--- config.mk ---
export PLATFORM = sky130hd
export DESIGN_NAME = bcd_countdown_timer
export DESIGN_NICKNAME = d
export VERILOG_FILES = /design/src/rtl/timer_defs.sv /design/src/rtl/bcd_digit_dn.sv /design/src/rtl/bcd_countdown_timer.sv
export SDC_FILE = /design/constraint.sdc
export NUM_CORES = 1
export LEC_CHECK = 0
export BUFFER_PORTS_ARGS = -buffer_cell sky130_fd_sc_hd__buf_4
export CAP_MARGIN = 10
export CORE_MARGIN = 2
export CORE_UTILIZATION = 25
export CTS_BUF_LIST = sky130_fd_sc_hd__clkbuf_8
export CTS_CLUSTER_DIAMETER = 150
export DETAILED_ROUTE_END_ITERATION = 10
export GPL_TIMING_DRIVEN = 1
export PLACE_DENSITY = 0.45
export SYNTH_ARGS = -nofsm -noshare
export SYNTH_HDL_FRONTEND = slang
export SYNTH_SLANG_ARGS = --single-unit
--- constraint.sdc ---
create_clock -name clk -period 2.65 [get_ports clk]
set_input_delay 0.1325 -clock clk [delete_from_list [all_inputs] [get_ports clk]]
set_output_delay 0.1325 -clock clk [all_outputs]
set_load 0.01 [all_outputs]
--- src/rtl/timer_defs.sv ---
`default_nettype none
// ============================================================================
// Module   : timer_defs (package)
// Purpose  : State encoding, digit wrap values and BCD field layout shared by
//            the countdown timer and its digit counters.
// Revision : 1.0 - initial release
// ============================================================================
package timer_defs;

  typedef enum logic [1:0] {
    ST_IDLE  = 2'd0,
    ST_RUN   = 2'd1,
    ST_PAUSE = 2'd2,
    ST_DONE  = 2'd3
  } state_t;

  localparam logic [3:0] C_WRAP_9  = 4'd9;
  localparam logic [3:0] C_WRAP_5  = 4'd5;

  localparam int C_DIGIT_W = 4;
  localparam int C_S0_LSB  = 0;
  localparam int C_S1_LSB  = 4;
  localparam int C_M0_LSB  = 8;
  localparam int C_M1_LSB  = 12;

  // Saturate each digit into its legal range: 9 for all, 5 for tens-of-seconds.
  function automatic logic [15:0] clamp_bcd(input logic [15:0] v);
    logic [15:0] r;
    r = v;
    for (int i = 0; i < 4; i++) begin
      if (r[i*C_DIGIT_W +: C_DIGIT_W] > C_WRAP_9) r[i*C_DIGIT_W +: C_DIGIT_W] = C_WRAP_9;
    end
    if (r[C_S1_LSB +: C_DIGIT_W] > C_WRAP_5) r[C_S1_LSB +: C_DIGIT_W] = C_WRAP_5;
    return r;
  endfunction

endpackage
`default_nettype wire

--- src/rtl/bcd_digit_dn.sv ---
`default_nettype none
// ============================================================================
// Module   : bcd_digit_dn
// Purpose  : One 4-bit BCD down-counting digit; wraps 0 -> wrap and borrows.
// Revision : 1.0 - initial release
// ============================================================================
module bcd_digit_dn (
  input  logic       clk,
  input  logic       rst,
  input  logic       en,
  input  logic       load,
  input  logic [3:0] d,
  input  logic [3:0] wrap,
  output logic [3:0] q,
  output logic       borrow_out
);

  assign borrow_out = en & (q == 4'd0);

  always_ff @(posedge clk) begin
    if (rst) begin
      q <= 4'd0;
    end else if (load) begin
      q <= d;
    end else if (en) begin
      q <= (q == 4'd0) ? wrap : q - 4'd1;
    end
  end

endmodule
`default_nettype wire

--- src/rtl/bcd_countdown_timer.sv ---
`default_nettype none
// ============================================================================
// Module   : bcd_countdown_timer
// Purpose  : MM:SS BCD countdown with load/start/pause/resume and alarm.
// Revision : 1.0 - initial release
// ============================================================================
module bcd_countdown_timer
  import timer_defs::*;
#(
  parameter int TICK_DIV = 100_000_000
) (
  input  logic        clk,
  input  logic        RST,
  input  logic        load,
  input  logic [15:0] set_val,
  input  logic        start,
  input  logic        pause,
  output logic [15:0] num,
  output logic        running,
  output logic        done,
  output logic        alarm
);

  localparam int C_PW = (TICK_DIV > 2) ? $clog2(TICK_DIV) : 1;
  localparam logic [C_PW-1:0] C_PRESC_LAST = C_PW'(TICK_DIV - 1);

  state_t          r_state;
  logic [C_PW-1:0] r_presc;
  logic [15:0]     w_set_clamped;
  logic            w_presc_last;
  logic            w_tick;
  logic            w_is_zero;
  logic            w_next_zero;
  logic [3:0]      w_en;
  logic [3:0]      w_borrow;
  logic            w_unused_borrow;

  assign w_set_clamped = clamp_bcd(set_val);
  assign w_presc_last  = (r_presc == C_PRESC_LAST);
  // The prescaler keeps counting on the edge that pauses, so pausing costs no time.
  assign w_tick        = (r_state == ST_RUN) && !load && w_presc_last;
  assign w_is_zero     = (num == 16'h0000);
  assign w_next_zero   = (num == 16'h0001);

  assign w_en[0]         = w_tick;
  assign w_en[3:1]       = w_borrow[2:0];
  assign w_unused_borrow = w_borrow[3];

  genvar i;
  generate
    for (i = 0; i < 4; i++) begin : g_digit
      localparam logic [3:0] c_wrap = (i * C_DIGIT_W == C_S1_LSB) ? C_WRAP_5 : C_WRAP_9;
      bcd_digit_dn u_digit (
        .clk        (clk),
        .rst        (RST),
        .en         (w_en[i]),
        .load       (load),
        .d          (w_set_clamped[i*C_DIGIT_W +: C_DIGIT_W]),
        .wrap       (c_wrap),
        .q          (num[i*C_DIGIT_W +: C_DIGIT_W]),
        .borrow_out (w_borrow[i])
      );
    end
  endgenerate

  always_ff @(posedge clk) begin
    if (RST) begin
      r_state <= ST_IDLE;
      r_presc <= '0;
      running <= 1'b0;
      done    <= 1'b0;
      alarm   <= 1'b0;
    end else begin
      done <= 1'b0;
      if (load) begin
        r_state <= ST_IDLE;
        r_presc <= '0;
        running <= 1'b0;
        alarm   <= 1'b0;
      end else begin
        case (r_state)
          ST_IDLE: begin
            if (!pause && start && !w_is_zero) begin
              r_state <= ST_RUN;
              running <= 1'b1;
            end
          end
          ST_RUN: begin
            r_presc <= w_presc_last ? '0 : r_presc + C_PW'(1);
            if (w_tick && w_next_zero) begin
              r_state <= ST_DONE;
              running <= 1'b0;
              done    <= 1'b1;
              alarm   <= 1'b1;
            end else if (pause) begin
              r_state <= ST_PAUSE;
              running <= 1'b0;
            end
          end
          ST_PAUSE: begin
            if (!pause && start) begin
              r_state <= ST_RUN;
              running <= 1'b1;
            end
          end
          default: ;
        endcase
      end
    end
  end

endmodule
`default_nettype wire

### After elaboration in Yosys (flattened, before gate mapping)

Index checks and enable logic that the tools add are counted.

* bits in registers: 48
* output and inout bits: 19
* logic and storage cells: 82

* add/subtract/negate cells: 5
* order comparisons: 5
* equality and inequality tests: 7
* multiplexer cells: 29
* bitwise gates (word level): 4
* reduce and logical (&&, ||, !) cells: 23

Operators with widths (count)
* $mux 4: 17
* $add 27x1->27 const B: 1
* $eq 27x27->1 const B: 1
* $mux 27: 1
* $eq 16x1->1 const B: 1
* $gt 4x4->1 const B: 4
* $logic_not 16->1: 1
* $logic_not 4->1: 4
* $sub 4x1->4 const B: 4
* $mux 2: 4
* $reduce_bool 2->1: 4
* $pmux 2 s3: 1
* $logic_and 1x1->1: 5
* $mux 1: 5
* $gt 4x3->1 const B: 1
* $ne 2x2->1 const B: 2
* $reduce_and 4->1: 1
* $and 1x1->1: 3
* $logic_not 1->1: 3
* $ne 3x2->1 const B: 1
* $pmux 1 s3: 1
* $reduce_bool 3->1: 1
* $reduce_or 3->1: 1
* $eq 2x1->1 const B: 1
* other kinds (5): 5

### Longest topological paths before layout

* depth after elaboration: 8
* depth in mapped cells: 8
* depth with buffers taken out: 6

### By module

Synthesis repeated with hierarchy kept, for this count alone.

* cells, all modules: 334
* area total of the unflattened synthesis: 2730.1 um^2

Modules (own cells, without submodules)
* bcd_countdown_timer: times used 1, cells each 198, area each 1629.1 um^2, seq. area each 640.6 um^2
* bcd_digit_dn: times used 4, cells each 34, area each 275.3 um^2, seq. area each 80.1 um^2

### Least setup slack after synthesis

No wires, ideal clock.

* path type: register -> register
* from: reg r_presc[0]
* to: reg g_digit[3].u_digit.q[2]
* library setup time: 0.117 ns
* data arrival time: 1.861 ns
* data required time: 2.533 ns
* path slack: 0.672 ns
* cell stages (with the launch flop): 8
* path buffers: 1
* period minus slack after synthesis: 1.978 ns
* cells stage by stage: dfxtp_1 -> ha_1 -> buf_2 -> and2_1 -> nand4_4 -> nor4_1 -> mux2_2 -> a32o_1

* word-level cells in the longest chain between the ends: 6

Ends and longest elaborated chain
* start: declaration: line bcd_countdown_timer.sv:28 `logic [C_PW-1:0] r_presc;`
* start signal: assignment: line bcd_countdown_timer.sv:89 `r_presc <= w_presc_last ? '0 : r_presc + C_PW'(1);`
* $eq 27x27->1: line bcd_countdown_timer.sv:39 `assign w_presc_last = (r_presc == C_PRESC_LAST);`
* $logic_and 1x1->1: line bcd_countdown_timer.sv:41 `assign w_tick = (r_state == ST_RUN) && !load && w_presc_last;`
* $and 1x1->1 (3 in a row): line bcd_digit_dn.sv:18 `assign borrow_out = en & (q == 4'd0);`
* $reduce_bool 2->1 (no source line)
* end signal: assignment: line bcd_digit_dn.sv:26 `q <= (q == 4'd0) ? wrap : q - 4'd1;`
* end: declaration: line bcd_digit_dn.sv:14 `output logic [3:0] q,`

No other way between the ends.
A chain may end at the register's enable or synchronous reset.

### Worst setup path after layout

* from: reg r_state[0]
* to: reg g_digit[3].u_digit.q[2]

* word-level cells in the longest chain between the ends: 7

Ends and longest elaborated chain
* start: declaration: line bcd_countdown_timer.sv:27 `state_t r_state;`
* start signal: assignment: line bcd_countdown_timer.sv:68 `r_state <= ST_IDLE;`
* start signal: assignment: line bcd_countdown_timer.sv:76 `r_state <= ST_IDLE;`
* start signal: assignment: line bcd_countdown_timer.sv:84 `r_state <= ST_RUN;`
* $eq 2x1->1: line bcd_countdown_timer.sv:41
* $logic_and 1x1->1 (2 in a row): line bcd_countdown_timer.sv:41
* $and 1x1->1 (3 in a row): line bcd_digit_dn.sv:18
* $reduce_bool 2->1 (no source line)

No other way between the ends.

==> impl_results.md <==
* Status: complete, no violations
* Worst path arrival time at 2.28 ns
* Worst Clk Skew at between 0.01 and 0.015 ns
* Global route overflow at 0
* Final RePlAce weighted congestion at 0.734
* # DRC at 0
* RSZ-0062 raised after global routing: false
* Initial DRC Count at 76
* # clock sinks at 48
* Filler Cells Inserted at 1069
* CTS buffer count at 5
* Internal power at 0.993 mW
* Register-to-Register Path Depth at 5
* First-pass GRT wire length at around 11 mm
* Leakage at 1.10 nW
* Vias in the first global route at 2220
* Final setup fails at 0
* Largest net degree at the start of global routing at 28
* Critical path buffers and inverters at 0
* CTS Hold Bufs at 0
* EDFF count, synth at 0
* Final setup TNS at 0 ns
* Switching power at 0.346 mW
* Post-synth top area cell: dfxtp_1
* Clk root buf: clkbuf_8
* Via count at 2186
* Least-Margin Pin Slew at 0.761 ns
* Pwr dens at 437 nW/um2
* Post-synthesis average cell area at 8.72 um2
* Reg2reg start: r_state[0]$_SDFFE_PP0P_
* Fin. Hold Viols at 0
* Htree depth at 2
* Origin of the worst min-delay path: pause
* Initial Util at ~26%
* Port bufs at 39
* Logic gate share of total power at 11.9%
* Synth Register Bits at 48
* Ys Warns at 0
* Post-CTS Setup Repair Bufs at 0
* CP Cell Sequence: and4b_1 > nand4_4 > nor4_1 > mux2_2 > a32o_1
* Top FF cell, synth: dfxtp_1
* Reg2reg setup slack at 0.56 ns
* Resize count post-CTS at 0
* WL final at ~6.3 mm
* Worst VDD drop at 0.000221 V
* WHS Path Cells at 2
* Layout area overhead at 20.0%
* Worst Setup Path Type: reg -> reg
* Synth top area share at 37.6%
* Mapped Cells at 293
* FMAX at 479 MHz
* Maximum fanout along the worst path at 9
* N_diodes at 0
* Final slew viol count at 0
* Chip height at 105 um
* Worst-path clk slew at approximately 0.090 ns
* Register area share after synthesis at 37.6%
* # rows at 36
* Initial antenna violation count at 0
* Min cycle time layout at 2.09 ns
* Hold WS at 0.0558 ns
* DR vias/cell at 4.70
* Placeable Area at 9860 um2
* Die W at 105 um
* Final cycle utilization of the critical path at 78.8%
* Top delay family on crit path: simple AND/OR/NAND/NOR gates
* Rel. slew slack at about half
* Dpl ws at roughly 0.56 ns
* Post-route cell area at 3070 um2
* Pre-antenna DRT Iters at 4
* Synth Cell Area at 2560 um2
* Register share of total power at 57.3%
* Total GRT Usage at a little under an eighth
* Async SR Flop Fraction at 0%
* Clock latency on the worst-skew pair at just under 0.3 ns
* Routed wire per std cell at 13.5 um
* Design Power at between 1 and 1.5 mW
* Cell Area, Placed at between 2000 and 3000 um2
* Final #Nets at 354
* Clock buffer depth at 2
* Crit Reg-Reg Endpoint: g_digit[3].u_digit.q[2]$_SDFFE_PP0P_
* # IOs at 40
* Syn Nets at 315
* Delay of the slowest critical-path stage at 0.42 ns
* Min-Delay Endpoint: r_state[0]$_SDFFE_PP0P_
* Layout cells sized above 1 at 20.5%
* CP Data Required Time at roughly 2.8 ns
* Crit. End Element: flip-flop
* Hold Crit Class: in -> reg
* Yosys cell types at between 50 and 60
* Antenna viol nets, final at 0
* Post-route setup slack at 0.562 ns
* Clock power frac at ~31%
* Top post-synthesis cells by area: dfxtp_1 (38%), nor2_1 (6.3%), xor2_1 (6.2%), xnor2_1 (4.5%), nand2_1 (3.1%)
* CP Launch Type: flip-flop
* CTS tree: built
* Maxcap violations at 0
* Net Sw Frac at 25.8%
* Post-detailed-placement half-perimeter wirelength at 4.74 mm
* Die area at between 10000 and 15000 um2
* CP max stage cell: dfxtp_1
==> synthesized netlist by cell type (2+ instances only) <==
cell and number:
dfxtp_1 48, nor2_1 43, nand2_1 21, xor2_1 18, nand3_1 15, xnor2_1 13, nor3_1 12, o21ai_0 12
a21oi_1 7, inv_1 7, nand4_1 7, a211oi_1 5, buf_2 5, clkbuf_1 5, o311a_1 5, and2_1 4
and3_1 4, and4_1 4, nor2b_1 4, nor4_2 4, nor4_1 3, a2111oi_0 2, a221oi_1 2, a31oi_1 2
mux2i_1 2, nand2b_1 2, nand4_4 2, nor3_2 2, nor3b_1 2, nor4_4 2
==> worst max path at each step <==
| stage | from | end | slack, ns | depth (start not counted) |
|---|---|---|---|---|
| 4_1_cts | r_state[0]$_SDFFE_PP0P_ | g_digit[3].u_digit.q[2]$_SDFFE_PP0P_ | 0.54 | 5 |
| 5_1_grt | r_state[0]$_SDFFE_PP0P_ | r_presc[26]$_SDFFE_PP0N_ | 0.43 | 5 |
| 3_3_place_gp | r_presc[0]$_SDFFE_PP0N_ | g_digit[3].u_digit.q[2]$_SDFFE_PP0P_ | 0.62 | 6 |
| 2_1_floorplan | r_presc[0]$_SDFFE_PP0N_ | g_digit[3].u_digit.q[2]$_SDFFE_PP0P_ | 0.67 | 7 |
| 3_5_place_dp | r_state[0]$_SDFFE_PP0P_ | g_digit[3].u_digit.q[2]$_SDFFE_PP0P_ | 0.56 | 5 |
| 6_report | r_state[0]$_SDFFE_PP0P_ | g_digit[3].u_digit.q[2]$_SDFFE_PP0P_ | 0.56 | 5 |
==> logic make-up (layout without fill, tap and decap cells) <==
family / count (synthesis) / count (layout) / share of synthesized area (%)
buf+inv: 20 / 59 / 3.62
fa+ha+maj: 1 / 1 / 0.489
simple gates: 144 / 144 / 33.9
mux: 3 / 3 / 1.22
compound gates: 46 / 46 / 12.5
xor+xnor: 31 / 31 / 10.6
flops: 48 / 48 / 37.6
==> area by class of cell <==
| cell class | count | area (um2) | area share, % |
|---|---|---|---|
| inverters | 8 | 30.0 | 0.979 |
| flip-flops and latches | 48 | 961 | 31.3 |
| repair buffers | 44 | 330 | 10.8 |
| multi-input cells | 225 | 1500 | 49.0 |
| clock buffers | 5 | 68.8 | 2.24 |
| well taps | 133 | 166 | 5.42 |
| clock inverters | 2 | 8.76 | 0.285 |
==> cell usage in the layout (no fill, tap or decap), drive strengths merged, types with 2 or more instances in the layout <==
master,n
xor2,18
nor2,43
nand3,15
inv,8
xnor2,13
nor4b,2
and3,4
a211oi,5
a221oi,2
a2111oi,2
mux2i,2
and2,4
clkbuf,5
nor3,14
buf,44
or2,2
o311a,5
clkinv,2
nor2b,4
a21oi,7
nand4,10
nand2,22
and4,4
nor3b,2
nor4,9
o21ai,12
dfxtp,48
a31oi,2
nand2b,2
==> layer usage <==
metal / vias to the layer above / part of all wire, % / GRT usage [%]
li1: 1135 / - / -
met1: 1020 / 52 / 16.7
met2: 29 / 45 / 18.9
met3: 2 / 2.7 / 1.93
met4: 0 / 0.76 / 3.14
met5: - / 0 / 0
==> power groups by stage <==
stage	Clock [mW]	Combinational, mW	Sequential, mW
floorplan	0	0.0840	0.783
global placement	0	0.161	0.785
detailed placement	0	0.161	0.785
CTS	0.435	0.161	0.768
global route	0.464	0.177	0.772
finish	0.412	0.159	0.768
==> per-stage QoR <==
step,cells,util (%)
final,465,31.1
after global routing,465,31.1
after CTS,465,31.1
after detailed placement,458,30.3
after global placement,458,30.3
after floorplan,293,-
==> flip-flops by register name (all words and copies together) (netlist names) <==
signal	cells
running	1
alarm	1
r_presc	27
g_digit.u_digit.q	16
done	1
r_state	2
No activity file was read; power rests on OpenSTA's default activity.
